## config.mk

```make
export PLATFORM = sky130hd
export DESIGN_NAME = uart_program_loader
export DESIGN_NICKNAME = d
export VERILOG_FILES = /design/src/rtl/uart_program_loader.sv
export SDC_FILE = /design/constraint.sdc
export NUM_CORES = 1
export LEC_CHECK = 0
export BUFFER_PORTS_ARGS = -buffer_cell sky130_fd_sc_hd__buf_2
export CORE_MARGIN = 5
export CORE_UTILIZATION = 39
export CTS_CLUSTER_DIAMETER = 50
export DETAILED_ROUTE_END_ITERATION = 10
export HOLD_SLACK_MARGIN = 0.12
export PLACE_DENSITY = 0.67
export SLEW_MARGIN = 15
export SYNTH_ARGS = -nofsm -noshare
export SYNTH_HDL_FRONTEND = slang
export SYNTH_SLANG_ARGS = --single-unit
```

## constraint.sdc

```tcl
create_clock -name clk -period 4.2 [get_ports clk]
set_input_delay 0.42 -clock clk [delete_from_list [all_inputs] [get_ports clk]]
set_output_delay 0.42 -clock clk [all_outputs]
set_load 0.05 [all_outputs]
```

## src/rtl/uart_program_loader.sv

```systemverilog
// uart_program_loader: boot-time loader between uart_rx and uart_tx.
// Parses a 4-byte little-endian word count N, assembles N little-endian
// 32-bit words into sequential instruction-memory writes, then returns one
// acknowledge byte and holds done. Framing errors or an oversize N abort
// into a sticky error state.
module uart_program_loader #(
   parameter int unsigned ADDR_WIDTH = 12,
   parameter logic [7:0]  ACK_BYTE   = 8'hAA
) (
   input  logic                  clk,
   input  logic                  rstn,
   input  logic [7:0]            rx_data,
   input  logic                  rx_ready,
   input  logic                  rx_ferr,
   output logic [7:0]            tx_data,
   output logic                  tx_start,
   input  logic                  tx_busy,
   output logic                  imem_we,
   output logic [ADDR_WIDTH-1:0] imem_addr,
   output logic [31:0]           imem_wdata,
   output logic                  done,
   output logic                  err
);

   typedef enum logic [2:0] {
      HDR      = 3'd0,
      DATA     = 3'd1,
      ACK_WAIT = 3'd2,
      ACK_SEND = 3'd3,
      DONE     = 3'd4,
      ERR      = 3'd5
   } state_t;

   // Largest legal word count: the whole memory.
   localparam logic [31:0]         CAPACITY = 32'd1 << ADDR_WIDTH;
   localparam logic [ADDR_WIDTH:0] CNT_ONE  = {{ADDR_WIDTH{1'b0}}, 1'b1};

   state_t                state;
   logic [1:0]            byte_cnt;
   logic [ADDR_WIDTH:0]   word_cnt;
   logic [ADDR_WIDTH:0]   n_words;
   logic [31:0]           shreg;
   logic                  busy_seen;

   // Bytes shift in from the top, so after four bytes byte k sits in [8k+7:8k].
   logic [31:0]           word_next;
   logic [ADDR_WIDTH:0]   word_cnt_inc;

   assign word_next    = {rx_data, shreg[31:8]};
   assign word_cnt_inc = word_cnt + CNT_ONE;

   // Loader FSM: byte assembly, header decode, memory writes and ACK handshake.
   always_ff @(posedge clk or negedge rstn) begin
      if (!rstn) begin
         state      <= HDR;
         byte_cnt   <= 2'd0;
         word_cnt   <= '0;
         n_words    <= '0;
         shreg      <= 32'd0;
         busy_seen  <= 1'b0;
         tx_data    <= 8'd0;
         tx_start   <= 1'b0;
         imem_we    <= 1'b0;
         imem_addr  <= '0;
         imem_wdata <= 32'd0;
         done       <= 1'b0;
         err        <= 1'b0;
      end else begin
         imem_we  <= 1'b0;
         tx_start <= 1'b0;
         unique case (state)
            HDR, DATA: begin
               if (rx_ready) begin
                  if (rx_ferr) begin
                     // A corrupted byte is dropped and the load is abandoned;
                     // any partially assembled word is never written.
                     state <= ERR;
                     err   <= 1'b1;
                  end else begin
                     shreg    <= word_next;
                     byte_cnt <= byte_cnt + 2'd1;
                     if (byte_cnt == 2'd3) begin
                        if (state == HDR) begin
                           if (word_next > CAPACITY) begin
                              state <= ERR;
                              err   <= 1'b1;
                           end else if (word_next == 32'd0) begin
                              state <= ACK_WAIT;
                           end else begin
                              n_words <= word_next[ADDR_WIDTH:0];
                              state   <= DATA;
                           end
                        end else begin
                           imem_we    <= 1'b1;
                           imem_addr  <= word_cnt[ADDR_WIDTH-1:0];
                           imem_wdata <= word_next;
                           word_cnt   <= word_cnt_inc;
                           if (word_cnt_inc == n_words) begin
                              state <= ACK_WAIT;
                           end
                        end
                     end
                  end
               end
            end
            ACK_WAIT: begin
               if (!tx_busy) begin
                  tx_data   <= ACK_BYTE;
                  tx_start  <= 1'b1;
                  busy_seen <= 1'b0;
                  state     <= ACK_SEND;
               end
            end
            ACK_SEND: begin
               // tx_busy only rises the cycle after tx_start, so a low level
               // means "finished" only once a high level has been observed.
               if (tx_busy) begin
                  busy_seen <= 1'b1;
               end else if (busy_seen) begin
                  state <= DONE;
                  done  <= 1'b1;
               end
            end
            DONE, ERR: begin
               state <= state;
            end
            default: begin
               state <= ERR;
               err   <= 1'b1;
            end
         endcase
      end
   end

endmodule
```

Yosys cells after proc, flatten, opt, wreduce, memory -nomap -nowiden

Cells that the tools add are included.

Input port bits: 13
Memory bits (writable): 0
ROM bits: 0
Bits in latches: 0
Memories: 0
Output and inout bits: 56
Logic and storage cells: 80
Register bits: 113

Reductions and logical operators: 14
$lt $le $gt $ge: 1
Mux-type cells: 27
Equality and inequality tests: 16
Bitwise operators: 7
Shifts and indexed selects: 0
Div/mod/pow operators: 0
Add/subtract/negate cells: 2
Multiply operators: 0

Operators by type and width:

| operator                                                                          | number |
|---|---|
| 32-bit by 13-bit greater-than comparator with 1-bit output, second input constant | 1 |
| 32-bit logical NOT                                                                | 1 |
| 3-bit two-way mux                                                                 | 9 |
| 1-bit two-way mux                                                                 | 14 |
| 7-bit AND reduction                                                               | 2 |
| 13-bit by 1-bit adder with 13-bit output, second input constant                   | 1 |
| 13-bit == test                                                                    | 1 |
| 3-bit one-hot mux with 4 select lines                                             | 1 |
| 2-bit != test, second input constant                                              | 5 |
| 5-bit AND reduction                                                               | 2 |
| 3-bit != test, second input constant                                              | 3 |
| 3-bit AND reduction                                                               | 3 |
| 1-bit NOT                                                                         | 7 |
| 3-bit by 2-bit == test with 1-bit output, second input constant                   | 2 |
| 3-bit == test, second input constant                                              | 2 |
| 4-bit != test, second input constant                                              | 1 |
| 1-bit one-hot mux with 2 select lines                                             | 2 |
| 2-bit OR reduction                                                                | 2 |
| 4-bit OR reduction                                                                | 1 |
| 3-bit by 1-bit == test with 1-bit output, second input constant                   | 1 |
| 3-bit logical NOT                                                                 | 1 |
| 2-bit by 1-bit adder with 2-bit output, second input constant                     | 1 |
| 2-bit == test, second input constant                                              | 1 |
| 2-bit two-way mux                                                                 | 1 |
| other kinds (2)                                                                   | 2 |

Logic depth before layout (Yosys ltp)

Gate-level depths: netlist of run 1.

Depth after elaboration: 8
Mapped depth: 9
Depth with buffers taken out: 8

Worst setup path after synthesis of run 1

OpenSTA, ideal clock, no wires.

Kind: register to register
From: register word_cnt[1]
To: register state[0]
Setup time: 128 ps
Buffers on the path: 1
Data required time: 4072 ps
Data arrival time: 2238 ps
Clock period less this slack: 2366 ps
Path slack: 1834 ps
Cell stages (with the launch flop): 9
Path through: dfrtp_1 ha_1 clkbuf_1 nand2_1 or4_1 o31a_1 a21oi_1 a31oi_1 mux2_1

Longest elaborated chain between the ends: 4

RTL lines:

| what                                     | RTL line | text |
|---|---|---|
| start: declaration                       | 40       | `logic [ADDR_WIDTH:0] word_cnt;` |
| start signal: assignment                 | 97       | `word_cnt <= word_cnt_inc;` |
| 13-bit by 1-bit adder with 13-bit output | 50       | `assign word_cnt_inc = word_cnt + CNT_ONE;` |
| 13-bit == test                           | 98       | `if (word_cnt_inc == n_words) begin` |
| 4-bit != test (no line)                  | n/a      |  |
| 7-bit AND reduction (no line)            | n/a      |  |
| end signal: assignment                   | 125      | `state <= state;` |
| end: declaration                         | 38       | `state_t state;` |

Every way passes these cells.
A chain may end at the register's enable or synchronous reset.

Worst setup path after layout of run 1

From: register word_cnt[0]
To: register state[0]

Same word-level chain as after synthesis.

==> reports/metrics.cfg, run 1 <==
[critical_path]
cp_slowest_cell = or4_1
critPathTopFamily = simple AND/OR/NAND/NOR gates
cp.arrival_ns = 2.87
worstSetupPathType = flop to flop
slowest_delay_ns = 0.50
rrSetupSlack_ns = 1.55
r2r_cells = 7
start_kind = flop
end_kind = flop
crit_buf_inv = 0
crit_path_cell_trace = ha_1 > nand2_1 > or4_1 > o31a_1 > a21oi_1 > a31oi_1 > mux2_1
r2r-end = state[0]$_DFFE_PN0P_
cp.required_ns = 4.43
timing.rr.start = word_cnt[0]$_DFFE_PN0P_
critPathMaxFanout = 8

[clocking]
cts_max_path_buffers = 2
cts_buffers = 9
postCtsSetupRepairBufs = 0
cts_resized = 0
cts_root_buf = clkbuf_16
clk_pin_slew_ns = 0.07
cts_sinks = 105
postCtsHoldBufs = 0
cts_max_level = 3
cts_tree = done
insertion_delay_ns = 0.35

[layout]
final_util_pct = 45.2
antenna_cells_inserted = 0
nets = 524
drive_gt1_share_pct = 24.9
area.growth.synth_to_final_pct = 15.0

[timing]
finalCritPeriodShare_pct = 63.0
report.final.slew_viol_count = 0
hold_viol = 0
clock.fmax_ghz = 0.378
tightestPinTransition_ns = 1.18
fin_setup_tns_ns = 0
fin_skew_ns = 0.00649
layout_min_cycle_time_ns = 2.65
final-setup-viol-count = 0
slew_headroom_pct = 21.1
rsz0062_at_grt = no

[hold_path]
hp-class = primary input to async pin

[floorplanning]
rows = 40
io_pins = 69
die_area_um2 = 14200
die_h_um = 119
core_um2 = 11900
die_x_um = 119
initial_core_util_pct = 39.3

[detailed_routing]
ant_nets = 0
num_vias = 3410
first_pass_iters = 4
wirelength_um = 10700
drc = 0
drt-wirelength-per-cell_um = 16.2
drt_iter0_markers = 178
viasPerCell = 5.16

[power]
p_per_area_nw_per_um2 = 360
p_leak_nw = 2.87
vdd_drop_max_mv = 0.183

[status]
status = completed

[yosys]
postSynthAreaPerCell_um2 = 10.2
synth-edff-count = 0
ys_seq_area_share_pct = 56.4
synth.cell_area_um2 = 4660
synth_flop_cell = dfrtp_1
ys_ff_latch = 105
syn-instance-count = 457
synth-async-reset-ratio_pct = 100
netlist-cell-type-count = 46
yosysWarnings = 0

[global_route]
grt_pass1_wl_um = 18200
antenna_found_initial = 0
grt_max_degree = 72
grt_usage_pct = 15.9
grt_pass1_vias = 3511
gr-total-overflow = 0

[flow_run]
maxCapViolCount = 0

[place]
gp_congestion = 0.822
portBuffers = 64
dp_hpwl_um = 7530

-- worst max-delay path by stage --
stage,slack [ns],depth (start not counted),endpoint,from
floorplan,1.83,8,state[0]$_DFFE_PN0P_,word_cnt[1]$_DFFE_PN0P_
global placement,1.66,6,state[0]$_DFFE_PN0P_,word_cnt[3]$_DFFE_PN0P_
detailed placement,1.58,7,state[0]$_DFFE_PN0P_,word_cnt[0]$_DFFE_PN0P_
CTS,1.56,7,state[0]$_DFFE_PN0P_,word_cnt[0]$_DFFE_PN0P_
global route,1.34,7,state[0]$_DFFE_PN0P_,word_cnt[0]$_DFFE_PN0P_
finish,1.55,7,state[0]$_DFFE_PN0P_,word_cnt[0]$_DFFE_PN0P_
-- cell usage after synthesis (3+ instances only) --
cell / number / share of area (%)
a21oi_1: 6 / 0.64
a31oi_1: 4 / 0.54
buf_2: 3 / 0.32
buf_4: 9 / 1.5
clkbuf_1: 17 / 1.4
dfrtp_1: 105 / 56
inv_1: 8 / 0.64
mux2_2: 36 / 8.7
nand2_1: 146 / 12
nand3_1: 9 / 0.97
nand4_1: 6 / 0.81
nor2_1: 14 / 1.1
nor3_1: 7 / 0.75
nor3b_1: 3 / 0.48
nor4_1: 8 / 1.1
o21ai_0: 12 / 1.3
or2_2: 3 / 0.40
xnor2_1: 13 / 2.4
xor2_1: 13 / 2.4
-- registers in the layout, summed over array words and instances, names as in the netlist, 2 cells and up --
register    flops
shreg          24
state           3
word_cnt       13
byte_cnt        2
imem_addr      12
imem_wdata     32
n_words        13
-- metal layers --
metal	up-vias	part of all wire [%]	GRT usage [%]	routed length [um]
li1	1623	-	-	-
met2	97	48	25.7	5150
met4	0	2.1	6.51	225
met5	-	0	0	0
met3	15	4.7	2.90	501
met1	1675	45	21.1	4810
-- power breakdown --
part	internal [mW]	switching (mW)	leakage, nW
Sequential	1.01	0.00531	1.45
Combinational	0.0107	0.0376	1.29
Clock	0.467	0.395	0.135
Total	1.49	0.437	2.87
-- final cells by class --
class / instances / area, um^2
fill: 1137 / 6500
timing repair buffer: 68 / 353
multi-input combinational: 317 / 1860
inverter: 8 / 30.0
tap: 147 / 184
clock inverter: 7 / 77.6
clock buffer: 9 / 225
sequential: 105 / 2630
-- cell usage in the layout (no fill, tap or decap), types with 9 or more instances in the layout --
cell	n
buf_2	63
nor2_1	14
o21ai_0	12
clkbuf_16	9
xnor2_1	13
nand2_1	146
mux2_2	36
xor2_1	13
dfrtp_1	105
nand3_1	9
-- per-stage QoR --
step	cells	area (um^2)	power (mW)	worst slack [ns]	hold WS (ns)
2_1_floorplan	460	4670	1.06	1.83	0.124
3_3_place_gp	645	5060	1.09	1.66	0.454
3_5_place_dp	645	5060	1.09	1.58	0.457
4_1_cts	661	5360	1.95	1.56	0.237
5_1_grt	661	5360	2.01	1.34	0.269
6_report	661	5360	1.93	1.55	0.203
-- cells by family (layout without fill, tap and decap cells) --
family | Yosys count | after routing | share of synthesized area, %
XOR/XNOR | 26 | 26 | 4.89
AND/OR/NAND/NOR | 211 | 211 | 20.2
flip-flops | 105 | 105 | 56.4
buffers and inverters | 38 | 92 | 3.87
adder cells (fa/ha/maj) | 2 | 2 | 0.537
AO/OA/AOI/OAI | 36 | 36 | 4.89
multiplexers | 38 | 38 | 9.16
other | 1 | 4 | 0.0805
No activity file was read; power rests on OpenSTA's default activity.
==> inputs of run 2 (changes only) <==
- ABC_AREA: default -> 1
- clock period: 4.2 -> 2.8 ns (I/O delays scaled with it)
==> run 2 against run 1 <==
Synthesized cell count increased by 23%; synthesized area increased by 1.2%; combinational power increased by 64%; critical path depth increased by 8; first-iteration DRC count increased by 46%; sequential power increased by 49%; global-route usage decreased by 0.86 points; die area increased by 1.1%.
==> reports/metrics.cfg, run 2 <==
[critical_path]
slowest_delay_ns = 0.46
critPathTopFamily = simple AND/OR/NAND/NOR gates
cp.required_ns = 3.04
r2r-end = state[0]$_DFFE_PN0P_
r2r_cells = 15
critPathMaxFanout = 6
rrSetupSlack_ns = 0.80
crit_buf_inv = 1
end_kind = flop
worstSetupPathType = flop to flop
cp_slowest_cell = dfrtp_1
cp.arrival_ns = 2.24
path_common_cell = nand2_1
timing.rr.start = word_cnt[0]$_DFFE_PN0P_
crit_path_cell_trace = ha_1 > nand2_1 > inv_1 > o21ai_0 > nand2_1 > nor2_1 > nand2_1 > nor2_1 > nand2_1 > nor2_1 > nand2_1 > nand2_2 > nand2_1 > nand2_1 > nand2_1
start_kind = flop

[floorplanning]
die_area_um2 = 14400
initial_core_util_pct = 39.6
core_um2 = 11900
die_h_um = 120
rows = 40
die_x_um = 120
io_pins = 69

[yosys]
ys_ff_latch = 105
synth.top_cells.by_area = dfrtp_1 (56%), nand2_1 (13%), o21ai_0 (10%)
syn-instance-count = 564
synth-edff-count = 0
ys_seq_area_share_pct = 55.7
yosysWarnings = 0
yosysMostFrequentCell = nand2_1
synth_flop_cell = dfrtp_1
synth_common_cells = nand2_1 (160), dfrtp_1 (105), o21ai_0 (95)
postSynthAreaPerCell_um2 = 8.36
synth_top_area_share_pct = 55.7
netlist-cell-type-count = 31
synth_top_cell_by_area = dfrtp_1
synth-async-reset-ratio_pct = 100
synth.cell_area_um2 = 4720

[place]
gp_congestion = 0.852
dp_hpwl_um = 7470
portBuffers = 64

[global_route]
grt_pass1_wl_um = 17300
antenna_found_initial = 0
grt_usage_pct = 15.0
grt_pass1_vias = 3737
grt_max_degree = 67
gr-total-overflow = 0

[clocking]
insertion_delay_ns = 0.35
postCtsSetupRepairBufs = 0
cts_buffers = 9
cts_tree = done
cts_max_level = 3
cts_sinks = 105
postCtsHoldBufs = 2
clk_pin_slew_ns = 0.07
cts_max_path_buffers = 2
cts_resized = 0
cts_root_buf = clkbuf_16

[detailed_routing]
first_pass_iters = 4
drc = 0
viasPerCell = 4.89
wirelength_um = 10300
drt-wirelength-per-cell_um = 13.2
num_vias = 3790
ant_nets = 0
drt_iter0_markers = 260

[timing]
layout_min_cycle_time_ns = 2.00
final-setup-viol-count = 0
tightestPinTransition_ns = 0.842
fin_skew_ns = 0.0138
finalCritPeriodShare_pct = 71.3
hold_viol = 0
clock.fmax_ghz = 0.501
report.final.slew_viol_count = 0
slew_headroom_pct = 43.9
fin_setup_tns_ns = 0
rsz0062_at_grt = no

[hold_path]
holdPathStages = 3
min_from = rx_data[3]
hold_path_end = imem_wdata[27]$_DFFE_PN0P_
hp-class = primary input to flop

[layout]
fillers = 1170
top_regs = imem_wdata: 32 flops, shreg: 24 flops
top_register = imem_wdata
antenna_cells_inserted = 0
drive_gt1_share_pct = 16.4
nets = 638
final_cell_mix = nand2_1 (160), dfrtp_1 (105), o21ai_0 (95), inv_1 (67), buf_2 (63)
final_common_cell = nand2_1
area.growth.synth_to_final_pct = 16.6
largest_reg_flops = 32

[power]
p_seq_share_pct = 52.1
p_int_mw = 2.28
power_mw = 2.91
vdd_drop_max_mv = 0.246
power_frac_comb_pct = 2.7
p_per_area_nw_per_um2 = 530
p_sw_mw = 0.634
p_clk_share_pct = 45.2
p_sw_share_pct = 21.8
p_leak_nw = 2.75

[flow_run]
maxCapViolCount = 0

[status]
status = completed

## run 2: how the worst max path moves through the flow
stage / startpoint / to / slack (ns) / cells after the start
global placement: word_cnt[0]$_DFFE_PN0P_ / state[0]$_DFFE_PN0P_ / 0.87 / 15
floorplan: word_cnt[0]$_DFFE_PN0P_ / state[0]$_DFFE_PN0P_ / 1.03 / 15
CTS: word_cnt[0]$_DFFE_PN0P_ / state[0]$_DFFE_PN0P_ / 0.81 / 15
detailed placement: word_cnt[0]$_DFFE_PN0P_ / state[0]$_DFFE_PN0P_ / 0.83 / 15
finish: word_cnt[0]$_DFFE_PN0P_ / state[0]$_DFFE_PN0P_ / 0.80 / 15
global route: word_cnt[0]$_DFFE_PN0P_ / state[0]$_DFFE_PN0P_ / 0.56 / 15
## run 2: cells by family (layout without fill, tap and decap cells)
group	count (synthesis)	count (layout)	synth area share [%]
AO/OA/AOI/OAI	102	102	11.0
buffers and inverters	95	156	8.17
adder cells (fa/ha/maj)	2	2	0.531
flip-flops	105	105	55.7
other	1	4	0.0795
AND/OR/NAND/NOR	254	254	23.5
multiplexers	1	1	0.239
XOR/XNOR	4	4	0.743
## run 2: final cells by class
| type | instances | area (um^2) | share of cell area, % |
|---|---|---|---|
| clock buffer | 11 | 253 | 4.60 |
| inverter | 70 | 263 | 4.78 |
| clock inverter | 5 | 61.3 | 1.11 |
| tap | 147 | 184 | 3.34 |
| multi-input combinational | 367 | 1710 | 31.2 |
| sequential | 105 | 2630 | 47.8 |
| timing repair buffer | 70 | 398 | 7.23 |
## run 2: worst min-delay path: cells and delay by family
family / cells / cell delay, ns
buffers and inverters: 2 / 0.17
AO/OA/AOI/OAI: 1 / 0.08
## run 2: power groups by stage
stage                     clock [mW]  sequential [mW]  combinational (mW)
after floorplan                    0             1.55              0.0356
after global placement             0             1.55              0.0790
after detailed placement           0             1.55              0.0801
after CTS                       1.35             1.52              0.0824
after global routing            1.41             1.52              0.0910
final                           1.32             1.52              0.0792
## run 2: through the flow
| stage | hold WS (ns) | worst slack, ns | area, um^2 | utilization, % | std cells |
|---|---|---|---|---|---|
| after floorplan | -0.0156 | 1.03 | 4730 | - | 567 |
| after global placement | 0.436 | 0.873 | 5170 | 43.4 | 757 |
| after detailed placement | 0.445 | 0.833 | 5170 | 43.4 | 757 |
| after CTS | 0.208 | 0.809 | 5500 | 46.2 | 775 |
| after global routing | 0.242 | 0.559 | 5500 | 46.2 | 775 |
| final | 0.219 | 0.802 | 5500 | 46.2 | 775 |
## run 2: layer usage
metal	vias up	wire, um	global-route usage, %
li1	1903	-	-
met1	1777	4750	18.4
met2	87	4790	24.5
met3	23	432	3.39
met4	0	285	8.23
met5	-	0	0
==> inputs of run 3 (changes only) <==
- clock period: 2.8 -> 2.1 ns (I/O delays scaled with it)
==> run 3 against run 2 <==
Combinational power increased by 39%; non-clock buffer count increased by 7; clock power increased by 32%; fmax increased by 2.3%; clock skew decreased by 0.0027 ns; critical endpoint unchanged; highest routed layer unchanged.
==> reports/metrics.cfg, run 3 (synthesis gave the netlist of run 2 again) <==
[status]
status = completed

[timing]
hold_viol = 0
slew_headroom_pct = 58.6
finalCritPeriodShare_pct = 93.0
layout_min_cycle_time_ns = 1.95
final-setup-viol-count = 0
tightestPinTransition_ns = 0.620
report.final.slew_viol_count = 0
fin_skew_ns = 0.0111
fin_setup_tns_ns = 0
clock.fmax_ghz = 0.512

[layout]
final_util_pct = 46.6
finish.instance_area_um2 = 5560
antenna_cells_inserted = 0
regArea_um2 = 2630
top_regs = imem_wdata: 32 flops, shreg: 24 flops
multiInputGateArea_um2 = 1720
final_cell_mix = nand2_1 (159), dfrtp_1 (105), o21ai_0 (94), inv_1 (66), buf_2 (63)
area.growth.synth_to_final_pct = 17.8
drive_gt1_share_pct = 17.8
fillers = 1163
final_common_cell = nand2_1
largest_reg_flops = 32
nets = 645
top_register = imem_wdata

[global_route]
gr-total-overflow = 0
antenna_found_initial = 0
grt_pass1_wl_um = 17600
grt_max_degree = 51
grt_usage_pct = 15.0
grt_pass1_vias = 3736

[power]
p_clk_share_pct = 44.9
p_sw_share_pct = 22.0
power_mw = 3.87
power_frac_comb_pct = 2.8
p_leak_nw = 2.79
vdd_drop_max_mv = 0.336
p_seq_share_pct = 52.3
p_int_mw = 3.02
p_per_area_nw_per_um2 = 697
p_sw_mw = 0.851

[critical_path]
end_kind = flop
critPathMaxFanout = 6
worstSetupPathType = flop to flop
r2r_cells = 14
cp-startpoint = word_cnt[1]$_DFFE_PN0P_
cp.arrival_ns = 2.19
timing.rr.start = word_cnt[1]$_DFFE_PN0P_
r2r-end = state[0]$_DFFE_PN0P_
rrSetupSlack_ns = 0.15
endpoint = state[0]$_DFFE_PN0P_
start_kind = flop
cp.required_ns = 2.33

[clocking]
cts_sinks = 105
cts_root_buf = clkbuf_16
cts_buffers = 9
clk_pin_slew_ns = 0.07
cts_max_path_buffers = 2
cts_tree = done
insertion_delay_ns = 0.35
cts_max_level = 3

[detailed_routing]
ant_nets = 0
drt-wirelength-per-cell_um = 13.2
dr_wl_met2_um = 5020
first_pass_iters = 4
drc = 0
top_layer = met4
wl_met1_um = 4660
drt_iter0_markers = 210
wl_met3_um = 458
num_vias = 3752
viasPerCell = 4.80
wirelength_um = 10300

[floorplanning]
core_um2 = 11900
io_pins = 69
die_x_um = 120
initial_core_util_pct = 39.6
die_area_um2 = 14400
die_h_um = 120
rows = 40

[place]
dp_hpwl_um = 7480
placed_area_um2 = 5210
portBuffers = 64
gp_congestion = 0.821

[flow_run]
maxCapViolCount = 0

[hold_path]
hp-class = primary input to flop

run 3: layer usage:
| layer | global-route usage (%) | up-vias |
|---|---|---|
| li1 | - | 1928 |
| met1 | 18.5 | 1739 |
| met2 | 26.0 | 73 |
| met5 | 0 | - |
| met3 | 3.44 | 12 |
| met4 | 4.87 | 0 |
run 3: power groups by stage:
stage	Sequential, mW	Clock (mW)	Combinational [mW]
2_1_floorplan	2.07	0	0.0475
6_report	2.02	1.74	0.110
3_5_place_dp	2.06	0	0.112
3_3_place_gp	2.06	0	0.110
4_1_cts	2.02	1.78	0.114
5_1_grt	2.02	1.88	0.125
run 3: how the worst min path moves through the flow:
stage | to | slack [ns] | startpoint | cells past startpoint
final | shreg[27]$_DFFE_PN0P_ | 0.14 | rx_data[3] | 3
after global routing | imem_wdata[27]$_DFFE_PN0P_ | 0.16 | rx_data[3] | 3
after CTS | shreg[27]$_DFFE_PN0P_ | 0.14 | rx_data[3] | 3
after detailed placement | imem_addr[1]$_DFFE_PN0P_ | 0.27 | rstn | 1
after global placement | imem_addr[1]$_DFFE_PN0P_ | 0.26 | rstn | 1
after floorplan | busy_seen$_DFFE_PN0P_ | -0.09 | rstn | 0
run 3: cell type report:
class	instances	share of cell area, %
Clock inverter	6	1.33
Multi-Input combinational cell	367	30.9
Timing Repair Buffer	77	8.11
Sequential cell	105	47.3
Inverter	70	4.73
Tap cell	147	3.31
Clock buffer	10	4.30
run 3: timing repair:
item,in CTS,in global routing
endpoints found under the hold margin,45,0
hold buffers,2,0
setup endpoints to repair,0,3
gates resized for setup,0,4
setup buffers,0,1
run 3: critical path: stages, from the launching register on:
cell and delay [ns]:
dfrtp_1 0.41, ha_2 0.24, nand2_2 0.09, nor2_4 0.17
nand3_1 0.16, clkinv_1 0.09, nand2_1 0.06, nand3b_1 0.08
nand3_1 0.08, nor2_1 0.09, nand2_1 0.09, nand2_2 0.10
nand2_1 0.06, nand2_1 0.07, nand2_1 0.05
run 3: through the flow:
step / worst slack, ns / cells / hold WS [ns]
2_1_floorplan: 0.327 / 567 / -0.0856
3_3_place_gp: 0.245 / 763 / 0.262
3_5_place_dp: 0.200 / 763 / 0.267
4_1_cts: 0.119 / 781 / 0.140
5_1_grt: -0.0173 / 782 / 0.157
6_report: 0.148 / 782 / 0.145
